==> src/rtl/fetch_stage.sv <==
// Instruction-fetch stage.
//
// Owns the program counter, issues req/ack fetches to instruction memory and
// loads the IF/ID pipeline register with {pc+4, instruction}. Honours a stall
// from the hazard unit and a taken-branch redirect from EX/MEM. A redirect that
// arrives while a fetch is still outstanding waits for that fetch to complete,
// throws its data away and then continues at the redirect target.
//
// Ports
//   clk, rst       clock; synchronous active-high reset
//   stall          hold PC and IF/ID
//   pc_src         branch/jump taken: redirect to branch_target and flush IF/ID
//   branch_target  redirect address (low two bits ignored)
//   imem_req       fetch request (low only during the boot cycle)
//   imem_addr      fetch address (current PC)
//   imem_ack       instruction memory returns imem_data this cycle
//   imem_data      fetched instruction word
//   ifid_pc4       IF/ID: fetched address + 4
//   ifid_instr     IF/ID: fetched instruction
//   ifid_valid     IF/ID holds a real instruction (0 = bubble)
module fetch_stage #(
    parameter logic [31:0] RESET_PC  = 32'h0000_0000,
    parameter logic [31:0] NOP_INSTR = 32'h0000_0000
) (
    input  logic        clk,
    input  logic        rst,
    input  logic        stall,
    input  logic        pc_src,
    input  logic [31:0] branch_target,
    output logic        imem_req,
    output logic [31:0] imem_addr,
    input  logic        imem_ack,
    input  logic [31:0] imem_data,
    output logic [31:0] ifid_pc4,
    output logic [31:0] ifid_instr,
    output logic        ifid_valid
);

    typedef enum logic [1:0] {
        StBoot  = 2'b00,
        StFetch = 2'b01,
        StDrop  = 2'b10
    } state_e;

    state_e      state_q, state_d;
    logic [31:0] pc_q, pc_d;
    logic [31:0] redir_q, redir_d;
    logic [31:0] pc4_q, pc4_d;
    logic [31:0] instr_q, instr_d;
    logic        valid_q, valid_d;

    logic [31:0] target;
    logic [31:0] pc_plus4;

    assign target   = {branch_target[31:2], 2'b00};
    assign pc_plus4 = pc_q + 32'd4;   // wraps 32'hFFFF_FFFC -> 0

    assign imem_req   = (state_q != StBoot);
    assign imem_addr  = pc_q;
    assign ifid_pc4   = pc4_q;
    assign ifid_instr = instr_q;
    assign ifid_valid = valid_q;

    always_comb begin
        state_d = state_q;
        pc_d    = pc_q;
        redir_d = redir_q;
        pc4_d   = pc4_q;
        instr_d = instr_q;
        valid_d = valid_q;

        case (state_q)
            StBoot: begin
                state_d = StFetch;
            end

            StFetch: begin
                if (pc_src) begin
                    pc4_d   = 32'd0;
                    instr_d = NOP_INSTR;
                    valid_d = 1'b0;
                    if (imem_ack) begin
                        pc_d = target;
                    end else begin
                        // Request for the old PC is in flight; it must finish first.
                        redir_d = target;
                        state_d = StDrop;
                    end
                end else if (stall) begin
                    // Any acked data is dropped; the same address is fetched again.
                end else if (imem_ack) begin
                    pc4_d   = pc_plus4;
                    instr_d = imem_data;
                    valid_d = 1'b1;
                    pc_d    = pc_plus4;
                end else begin
                    pc4_d   = 32'd0;
                    instr_d = NOP_INSTR;
                    valid_d = 1'b0;
                end
            end

            StDrop: begin
                pc4_d   = 32'd0;
                instr_d = NOP_INSTR;
                valid_d = 1'b0;
                if (pc_src) begin
                    redir_d = target;
                end
                if (imem_ack) begin
                    pc_d    = pc_src ? target : redir_q;
                    state_d = StFetch;
                end
            end

            default: begin
                state_d = StBoot;
            end
        endcase
    end

    always_ff @(posedge clk) begin
        if (rst) begin
            state_q <= StBoot;
            pc_q    <= RESET_PC;
            redir_q <= 32'd0;
            pc4_q   <= 32'd0;
            instr_q <= NOP_INSTR;
            valid_q <= 1'b0;
        end else begin
            state_q <= state_d;
            pc_q    <= pc_d;
            redir_q <= redir_d;
            pc4_q   <= pc4_d;
            instr_q <= instr_d;
            valid_q <= valid_d;
        end
    end

endmodule
==> config.mk <==
export PLATFORM = sky130hd
export DESIGN_NAME = fetch_stage
export DESIGN_NICKNAME = d
export VERILOG_FILES = /design/src/rtl/fetch_stage.sv
export SDC_FILE = /design/constraint.sdc
export NUM_CORES = 1
export LEC_CHECK = 0
export CAP_MARGIN = 10
export CORE_ASPECT_RATIO = 1.4
export CORE_MARGIN = 1
export CORE_UTILIZATION = 40
export DETAILED_ROUTE_END_ITERATION = 8
export GPL_ROUTABILITY_DRIVEN = 1
export PLACE_DENSITY_LB_ADDON = 0.25
export SETUP_SLACK_MARGIN = 0.4
export SYNTH_ARGS = -nofsm -noshare
export SYNTH_HDL_FRONTEND = slang
export SYNTH_SLANG_ARGS = --single-unit
==> constraint.sdc <==
create_clock -name clk -period 2.7 [get_ports clk]
set_input_delay 0.405 -clock clk [delete_from_list [all_inputs] [get_ports clk]]
set_output_delay 0.405 -clock clk [all_outputs]
set_load 0.02 [all_outputs]
==> reports/results.tsv, run 1 <==
stage	metric	value	unit
outcome	status	finished, final reports clean	
timing	fmax	0.451	GHz
cells_and_area	multiInputGateArea	3030	µm²
clock_network	clockBufferDepth	2	
pwr	p_sw_share	33.8	%
place	gp_congestion	0.809	
routing	route.antenna.remaining_nets	0	
cells_and_area	fillers	1300	
routing	num_vias	5826	
clock_network	cts_hold_buffers	0	
timing	setup_violations	0	
flow_run	max_cap_violations	0	
critical_path	crit_path_start_kind	flip-flop	
grt	grt_usage	22.6	%
place	post-place-ws	0.293	ns
cells_and_area	final_common_cell	clkdlybuf4s50_1	
routing	drt_iter0_drc	348	
grt	grt-ovfl-total	0	
cells_and_area	final_util	58.9	%
yosys	netlist_instances	734	
die	die_w	104	µm
yosys	synth_area_leader_cell	dfxtp_1	
cells_and_area	drive_gt1_share	10.6	%
yosys	synth_flop_cell	dfxtp_1	
pwr	pwr-share-seq	35.1	%
cells_and_area	insertedDiodeCount	0	
yosys	synth_top_area_share	44.6	%
cells_and_area	final-seq-area	2630	µm²
grt	antenna_found_initial	0	
timing	drv_slew	0	
timing	slew_headroom	57.4	%
cells_and_area	most-common-layout-cells	clkdlybuf4s50_1 (162), nand2_1 (135), dfxtp_1 (127)	
cells_and_area	fin_area	8470	µm²
clock_network	clkTransAtPathRegs	0.06	ns
routing	drc	0	
clock_network	clkLatencyLatePin	0.42	ns
cells_and_area	area_growth	43.9	%
critical_path	cp-end-kind	flip-flop	
pwr	ir_worst_vdd	0.369	mV
yosys	synth_cell_types	53	
timing	finalCritPeriodShare	82.1	%
timing	hold_viol_final	0	
yosys	netlist_top_cells_area	dfxtp_1 (45%), nand2_1 (8.7%), a21oi_1 (5.6%)	
yosys	seq_area_frac_synth	44.6	%
yosys	synth.cell_area	5880	µm²
clock_network	cts_sinks	131	
yosys	syn_avg_cell_area	8.02	µm²
clock_network	cts-buffers-inserted	17	
clock_network	cts_tree	yes	
die	rows	52	
timing	period_minus_slack	2.22	ns
die	initial_core_util	40.9	%
yosys	synthMuxAreaShare	2.19	%
die	die_h	145	µm
die	core_area	14400	µm²
pwr	p_leak	0.00297	µW
yosys	yosys_warnings	0	
grt	grt_pass1_wl	27200	µm
timing	fin_skew	0.00523	ns
yosys	synth-edff-count	0	
grt	grt_pass1_vias	5328	
routing	first_pass_iters	5	
critical_path	critical_path_arrival	2.57	ns
timing	rsz0062_at_grt	true	
timing	setup_tns	0	ns
pwr	internal_power	4410	µW
pwr	p_switching	2250	µW
yosys	synth_compound_area_share	21.8	%
yosys	synth_seq_cells	131	
pwr	p_clk_share	36.1	%
critical_path	crit_type	flip-flop to flip-flop	
clock_network	cts_setup_buffers	0	
worst_hold_path	hold_path_class	flip-flop to flip-flop	
pwr	power_density	787	nW/µm²
routing	viasPerCell	5.35	
routing	routed_wl	17100	µm
place	io_buffers	164	
critical_path	crit_fanout	11	
yosys	synth_top_family_by_area	simple AND/OR/NAND/NOR gates	
die	die-area	15200	µm²
clock_network	cts-root-buf	clkbuf_16	
critical_path	cp.required	3.05	ns
timing	worst_slew_pin_slew	0.637	ns
pwr	combPwrFrac	28.7	%
yosys	synth_xor_area_share	3.28	%
die	ios	167	
cells_and_area	final_nets	961	
timing	setup_ws	0.484	ns
clock_network	cts.htree.levels	4	
place	hpwl	11800	µm
yosys	synth-adder-area-share	1.06	%
yosys	synthSimpleGateAreaFrac	22.4	%
yosys	syn_nets	808	
yosys	async_flop_share	0	%
place	dpl_cell_area	7810	µm²
routing	wl_per_cell	15.7	µm
grt	grt_max_degree	54	
## power groups by stage
stage | Combinational, µW | Sequential, µW | Clock, µW
floorplan | 1010 | 2460 | 0
global placement | 1900 | 2370 | 0
detailed placement | 1910 | 2380 | 0
CTS | 1920 | 2340 | 2440
global route | 2080 | 2360 | 2540
finish | 1910 | 2340 | 2410
## synthesized netlist by cell type (all sizes together) (8+ instances only)
library cell and number:
nand2 136, dfxtp 131, a21oi 66, nor2 65
clkbuf 52, a22oi 43, o21ai 40, nand3 18
xnor2 15, nor3 13, and3 11, buf 11
inv 8, nand4 8
## worst max-delay path: stages (launching register included)
cell,delay [ns]
dfxtp_1,0.46
nand4_4,0.18
or4_4,0.68
or4_1,0.43
a21oi_1,0.25
o21bai_1,0.14
## worst paths after layout
check	cells after the start	slack [ns]	start	end
setup reg to reg	5	0.48	imem_addr[9]	imem_addr[29]
hold reg to reg	2	0.44	ifid_pc4[19]	ifid_pc4[19]
setup / recovery	5	0.48	imem_addr[9]	imem_addr[29]
hold / removal	2	0.44	ifid_pc4[19]	ifid_pc4[19]
## per-stage QoR
step	hold WS [ns]	total power, µW	instances
3_3_place_gp	0.432	4270	1057
6_report	0.439	6660	1089
5_1_grt	0.468	6990	1089
4_1_cts	0.444	6700	1089
3_5_place_dp	0.435	4290	1057
2_1_floorplan	0.434	3460	734
## final cells by class
class | count | share of cell area, %
Multi-Input combinational cell | 531 | 35.8
Sequential cell | 131 | 31.0
Timing Repair Buffer | 197 | 22.7
Clock buffer | 18 | 5.19
Tap cell | 189 | 2.79
Clock inverter | 14 | 2.11
Inverter | 9 | 0.399
## cell families after synthesis
family                   Yosys count
multiplexers                      12
buffers and inverters             72
AND/OR/NAND/NOR                  288
flip-flops                       131
adder cells (fa/ha/maj)            5
AO/OA/AOI/OAI                    204
XOR/XNOR                          22
## flip-flops by register name (all words and copies together), names as in the netlist
register	flops
ifid_instr	32
ifid_pc4	32
state_q	2
redir_q	32
ifid_valid	1
imem_addr	32
## timing repair
action	in CTS	in global routing
pin swaps	0	1
gates resized for setup	2	8
setup endpoints to repair	8	12
## routing by layer
metal	share of wire [%]	global-route usage, %
met3	6.2	7.03
met2	51	38.7
met4	1.7	7.86
met5	0	0
met1	42	26.3
(Power assumes the default switching activity.)
==> inputs of run 2 (changes only) <==
Clock period 2.7 ns to 2.1 ns, I/O delays scaled along.
==> run 2 against run 1 <==
Net effect:
- non-clock buffer count is 91 higher
- via count is 17% higher
- sequential power up 30%
- register-to-register slack got worse by 0.35 ns
- total power rose by 53%
- combinational power grew 120%
- maximum frequency increased by 13%
- clock skew grew 0.0081 ns
- clock power rose by 21%
- largest power group is now combinational logic
==> reports/results.tsv, run 2 (same netlist as run 1, synthesis figures left out) <==
stage	metric	value	unit
outcome	status	finished, final reports clean	
routing	drc	0	
timing	fmax	0.509	GHz
flow_run	max_cap_violations	0	
cells_and_area	final_nets	1052	
pwr	p_leak	0.00495	µW
die	initial_core_util	40.9	%
routing	wl_per_cell	19.8	µm
critical_path	crit_type	flip-flop to flip-flop	
timing	finalCritPeriodShare	93.5	%
routing	viasPerCell	5.76	
critical_path	crit_path_start_kind	flip-flop	
cells_and_area	area_growth	78.2	%
die	core_area	14400	µm²
die	die_h	145	µm
timing	setup_violations	0	
cells_and_area	most-common-layout-cells	nand2_1 (118), dfxtp_1 (114), clkdlybuf4s50_1 (71)	
routing	num_vias	6802	
cells_and_area	drive_gt1_share	32.1	%
die	die-area	15200	µm²
place	hpwl	11900	µm
timing	rsz0062_at_grt	true	
grt	grt_pass1_vias	6279	
timing	hold_viol_final	0	
clock_network	cts.htree.levels	4	
clock_network	clkTransAtPathRegs	0.06	ns
place	io_buffers	164	
grt	antenna_found_initial	0	
routing	route.antenna.remaining_nets	0	
routing	drt_iter0_drc	492	
cells_and_area	final_common_cell	nand2_1	
die	ios	167	
critical_path	cp-end-kind	flip-flop	
timing	drv_slew	0	
critical_path	crit_fanout	5	
clock_network	clkLatencyLatePin	0.42	ns
critical_path	cp.required	2.41	ns
timing	slew_headroom	63.9	%
grt	grt_usage	26.9	%
die	rows	52	
clock_network	cts-root-buf	clkbuf_16	
clock_network	cts_sinks	131	
worst_hold_path	hold_path_class	flip-flop to flip-flop	
clock_network	cts-buffers-inserted	17	
grt	grt-ovfl-total	0	
grt	grt_max_degree	105	
routing	routed_wl	23400	µm
timing	fin_skew	0.0133	ns
pwr	finalPower	10200	µW
place	gp_congestion	0.858	
critical_path	critical_path_arrival	2.28	ns
cells_and_area	insertedDiodeCount	0	
timing	period_minus_slack	1.96	ns
pwr	power_density	969	nW/µm²
timing	setup_tns	0	ns
timing	worst_slew_pin_slew	0.541	ns
clock_network	clockBufferDepth	2	
grt	grt_pass1_wl	32300	µm
routing	first_pass_iters	6	
clock_network	cts_tree	yes	
pwr	ir_worst_vdd	0.890	mV
die	die_w	104	µm
run 2: what timing repair did:
item,4_1_cts,5_1_grt
cloned,11,10
hold buffers,0,0
gates resized for setup,135,180
buffers inserted,33,14
pin swaps,45,50
endpoints found under the setup margin,133,175
run 2: path summary, 6_finish.rpt:
kind	from	end	slack, ns	cells past startpoint
max	imem_addr[10]	imem_addr[20]	0.14	6
min	ifid_pc4[14]	ifid_pc4[14]	0.44	2
max reg2reg	imem_addr[10]	imem_addr[20]	0.14	6
min reg2reg	ifid_pc4[14]	ifid_pc4[14]	0.44	2
run 2: where the power goes:
group	total [µW]	internal, µW	switching [µW]
clock	2910	1710	1210
combinational	4210	1990	2220
sequential	3040	2770	261
total	10200	6480	3690
run 2: worst max-delay path, cell delays in order (launching register included):
cell and delay (ns):
dfxtp_2 0.36, nand4_4 0.14, or4_4 0.63, buf_6 0.17
o21ai_2 0.16, a21oi_1 0.10, a311oi_1 0.29
run 2: final cells by class:
class | instances | area, µm²
well taps | 189 | 236
fillers | 954 | 3890
clock inverters | 14 | 129
multi-input cells | 531 | 3750
repair buffers | 288 | 3230
flip-flops and latches | 131 | 2660
clock buffers | 18 | 450
inverters | 9 | 36.3
run 2: metal layers:
layer	vias up	track usage, %	share of wire, %
li1	3077	-	-
met1	3280	30.2	35
met2	376	46.4	53
met3	69	7.66	7.8
met4	0	13.2	3.5
met5	-	0	0
run 2: through the flow:
stage / util (%) / std cells / area, µm² / hold WS [ns] / worst slack [ns]
after floorplan: - / 734 / 6150 / 0.434 / 0.0222
after global placement: 56.7 / 1080 / 8160 / 0.431 / 0.0457
after detailed placement: 56.7 / 1080 / 8160 / 0.437 / 0.0413
after CTS: 66.4 / 1156 / 9540 / 0.385 / 0.0889
after global routing: 72.9 / 1180 / 10500 / 0.457 / 0.0495
final: 72.9 / 1180 / 10500 / 0.439 / 0.136
==> inputs of run 3 (changes only) <==
Settings changed: GPL_TIMING_DRIVEN set to 0, SKIP_CTS_REPAIR_TIMING set to 1.
==> run 3 against run 2 <==
Net effect:
- the flow now finishes with violations (setup timing)
- first-iteration DRC count down 18%
- maximum frequency down 8.7%
- non-clock buffer count down 1
- register-to-register slack worse by 0.19 ns
- clock skew down 0.0048 ns
- clock-buffer cell count up 1
- final area down 0.67%
- sequential share of layout area up 0.22 points
- critical path depth up 1
- largest power group unchanged
==> reports/results.tsv, run 3 (same netlist as run 1, synthesis figures left out) <==
stage	metric	value	unit
outcome	status	finished with violations	
outcome	violations	setup timing	
critical_path	critical_path_arrival	2.51	ns
timing	setup_violations	3	
critical_path	r2r_slack	-0.05	ns
routing	routed_wl	23000	µm
critical_path	crit_type	flip-flop to flip-flop	
routing	drc	0	
cells_and_area	final_common_cell	nand2_1	
die	rows	52	
critical_path	crit_chain	buf_4 > nand2_1 > or4_4 > buf_8 > or4_4 > a21oi_4 > o21bai_1	
worst_hold_path	worstHoldStart	ifid_pc4[14]	
grt	grt_pass1_vias	5631	
grt	grt_max_degree	17	
critical_path	worstReg2RegEnd	imem_addr[28]	
grt	antenna_found_initial	0	
die	die_h	145	µm
timing	fin_skew	0.00852	ns
clock_network	cts_tree	yes	
critical_path	slowest_delay	0.55	ns
cells_and_area	drive_gt1_share	30.7	%
critical_path	cp_common_cell	or4_4	
routing	wl_per_cell	19.5	µm
timing	rsz0062_at_grt	true	
timing	setup_ws	-0.0508	ns
timing	hold_slack	0.439	ns
grt	grt-ovfl-total	0	
routing	route.antenna.remaining_nets	0	
routing	num_vias	6801	
clock_network	cts-root-buf	clkbuf_16	
die	core_area	14400	µm²
clock_network	cts.htree.levels	4	
worst_hold_path	hold_path_depth	2	
critical_path	r2r_start	imem_addr[17]	
timing	fmax	0.465	GHz
place	io_buffers	162	
flow_run	max_cap_violations	0	
place	post-place-cells	1085	
routing	drt_iter0_drc	401	
clock_network	cts-buffers-inserted	17	
critical_path	reg2reg_depth	7	
pwr	finalPower	9970	µW
critical_path	path_buf_inv	2	
clock_network	clkLatencyLatePin	0.43	ns
clock_network	cts_sinks	131	
worst_hold_path	hold_path_class	flip-flop to flip-flop	
critical_path	crit_path_start_kind	flip-flop	
pwr	ir_worst_vdd	0.710	mV
timing	hold_viol_final	0	
critical_path	cpLargestDelayFamily	simple AND/OR/NAND/NOR gates	
timing	slew_headroom	46.2	%
routing	viasPerCell	5.76	
critical_path	crit_fanout	8	
critical_path	cp.required	2.46	ns
clock_network	clockBufferDepth	2	
die	ios	167	
critical_path	cp-end-kind	flip-flop	
grt	grt_usage	24.9	%
die	die_w	104	µm
cells_and_area	final_nets	1052	
timing	finalCritPeriodShare	102	%
cells_and_area	insertedDiodeCount	0	
routing	first_pass_iters	5	
timing	worst_slew_pin_slew	0.808	ns
critical_path	slowest_stage	or4_4	
timing	drv_slew	0	
grt	grt_pass1_wl	29600	µm
cells_and_area	area_growth	77.1	%
worst_hold_path	worstHoldEndpoint	ifid_pc4[14]	
timing	period_minus_slack	2.15	ns
die	die-area	15200	µm²
pwr	power_density	958	nW/µm²
clock_network	clkTransAtPathRegs	0.06	ns
cells_and_area	layout.cells.non_filler	1180	
pwr	p_leak	0.00526	µW
cells_and_area	most-common-layout-cells	nand2_1 (127), dfxtp_1 (114), dlymetal6s2s_1 (85)	
cells_and_area	fillers	964	
place	hpwl	13800	µm
die	initial_core_util	40.9	%
place	gp_congestion	0.867	
## run 3: cell types whose count changed in the layout (fill, tap and decap cells not counted), moves of 7 or more
cell	before	now
buf_16	8	0
dlygate4sd2_1	40	0
clkbuf_1	0	15
nand2_1	118	127
buf_4	60	39
dlymetal6s2s_1	49	85
nand2_2	14	5
o21ai_1	16	9
clkbuf_4	1	8
buf_12	12	4
buf_8	7	16
## run 3: how the worst max path moves through the flow
stage | cells after the start | from | slack [ns] | endpoint
floorplan | 7 | imem_addr[7] | 0.02 | imem_addr[28]
global placement | 5 | pc_src | -0.79 | imem_addr[21]
detailed placement | 5 | pc_src | -0.76 | imem_addr[21]
CTS | 5 | pc_src | -0.34 | imem_addr[21]
global route | 7 | imem_addr[13] | -0.09 | imem_addr[28]
finish | 7 | imem_addr[17] | -0.05 | imem_addr[28]
## run 3: per-stage QoR
step	setup slack (ns)	area [µm²]	utilization [%]	TNS (ns)
2_1_floorplan	0.0222	6150	-	0
5_1_grt	-0.0899	10400	72.4	-0.334
4_1_cts	-0.343	8630	60.0	-9.42
3_3_place_gp	-0.786	8010	55.7	-37.68
3_5_place_dp	-0.764	8010	55.7	-38.21
6_report	-0.0508	10400	72.4	-0.0771
## run 3: power breakdown
part / total, µW / internal (µW) / switching [µW]
sequential: 3060 / 2770 / 282
clock: 3130 / 1900 / 1220
combinational: 3790 / 1700 / 2090
## run 3: worst reg2reg max path: cells and delay by family, from the launching register on
family	cells	cell delay, ns
compound gates	2	0.31
buf+inv	2	0.33
flops	1	0.33
simple gates	3	1.11
## run 3: area by class of cell
cell class	count	area, µm²	area share (%)
Buffer	63	596	5.72
Timing Repair Buffer	224	2530	24.3
Clock inverter	13	146	1.41
Multi-Input combinational cell	532	3740	35.9
Inverter	9	38.8	0.372
Sequential cell	131	2660	25.5
Clock buffer	19	475	4.56
Tap cell	189	236	2.27
## run 3: layer usage
metal	wire length [µm]	global-route usage, %	part of all wire (%)	vias up
li1	-	-	-	3094
met1	8360	28.6	36	3210
met2	11500	42.2	50	396
met3	1880	7.03	8.2	101
met4	1260	12.4	5.5	0
met5	0	0	0	-
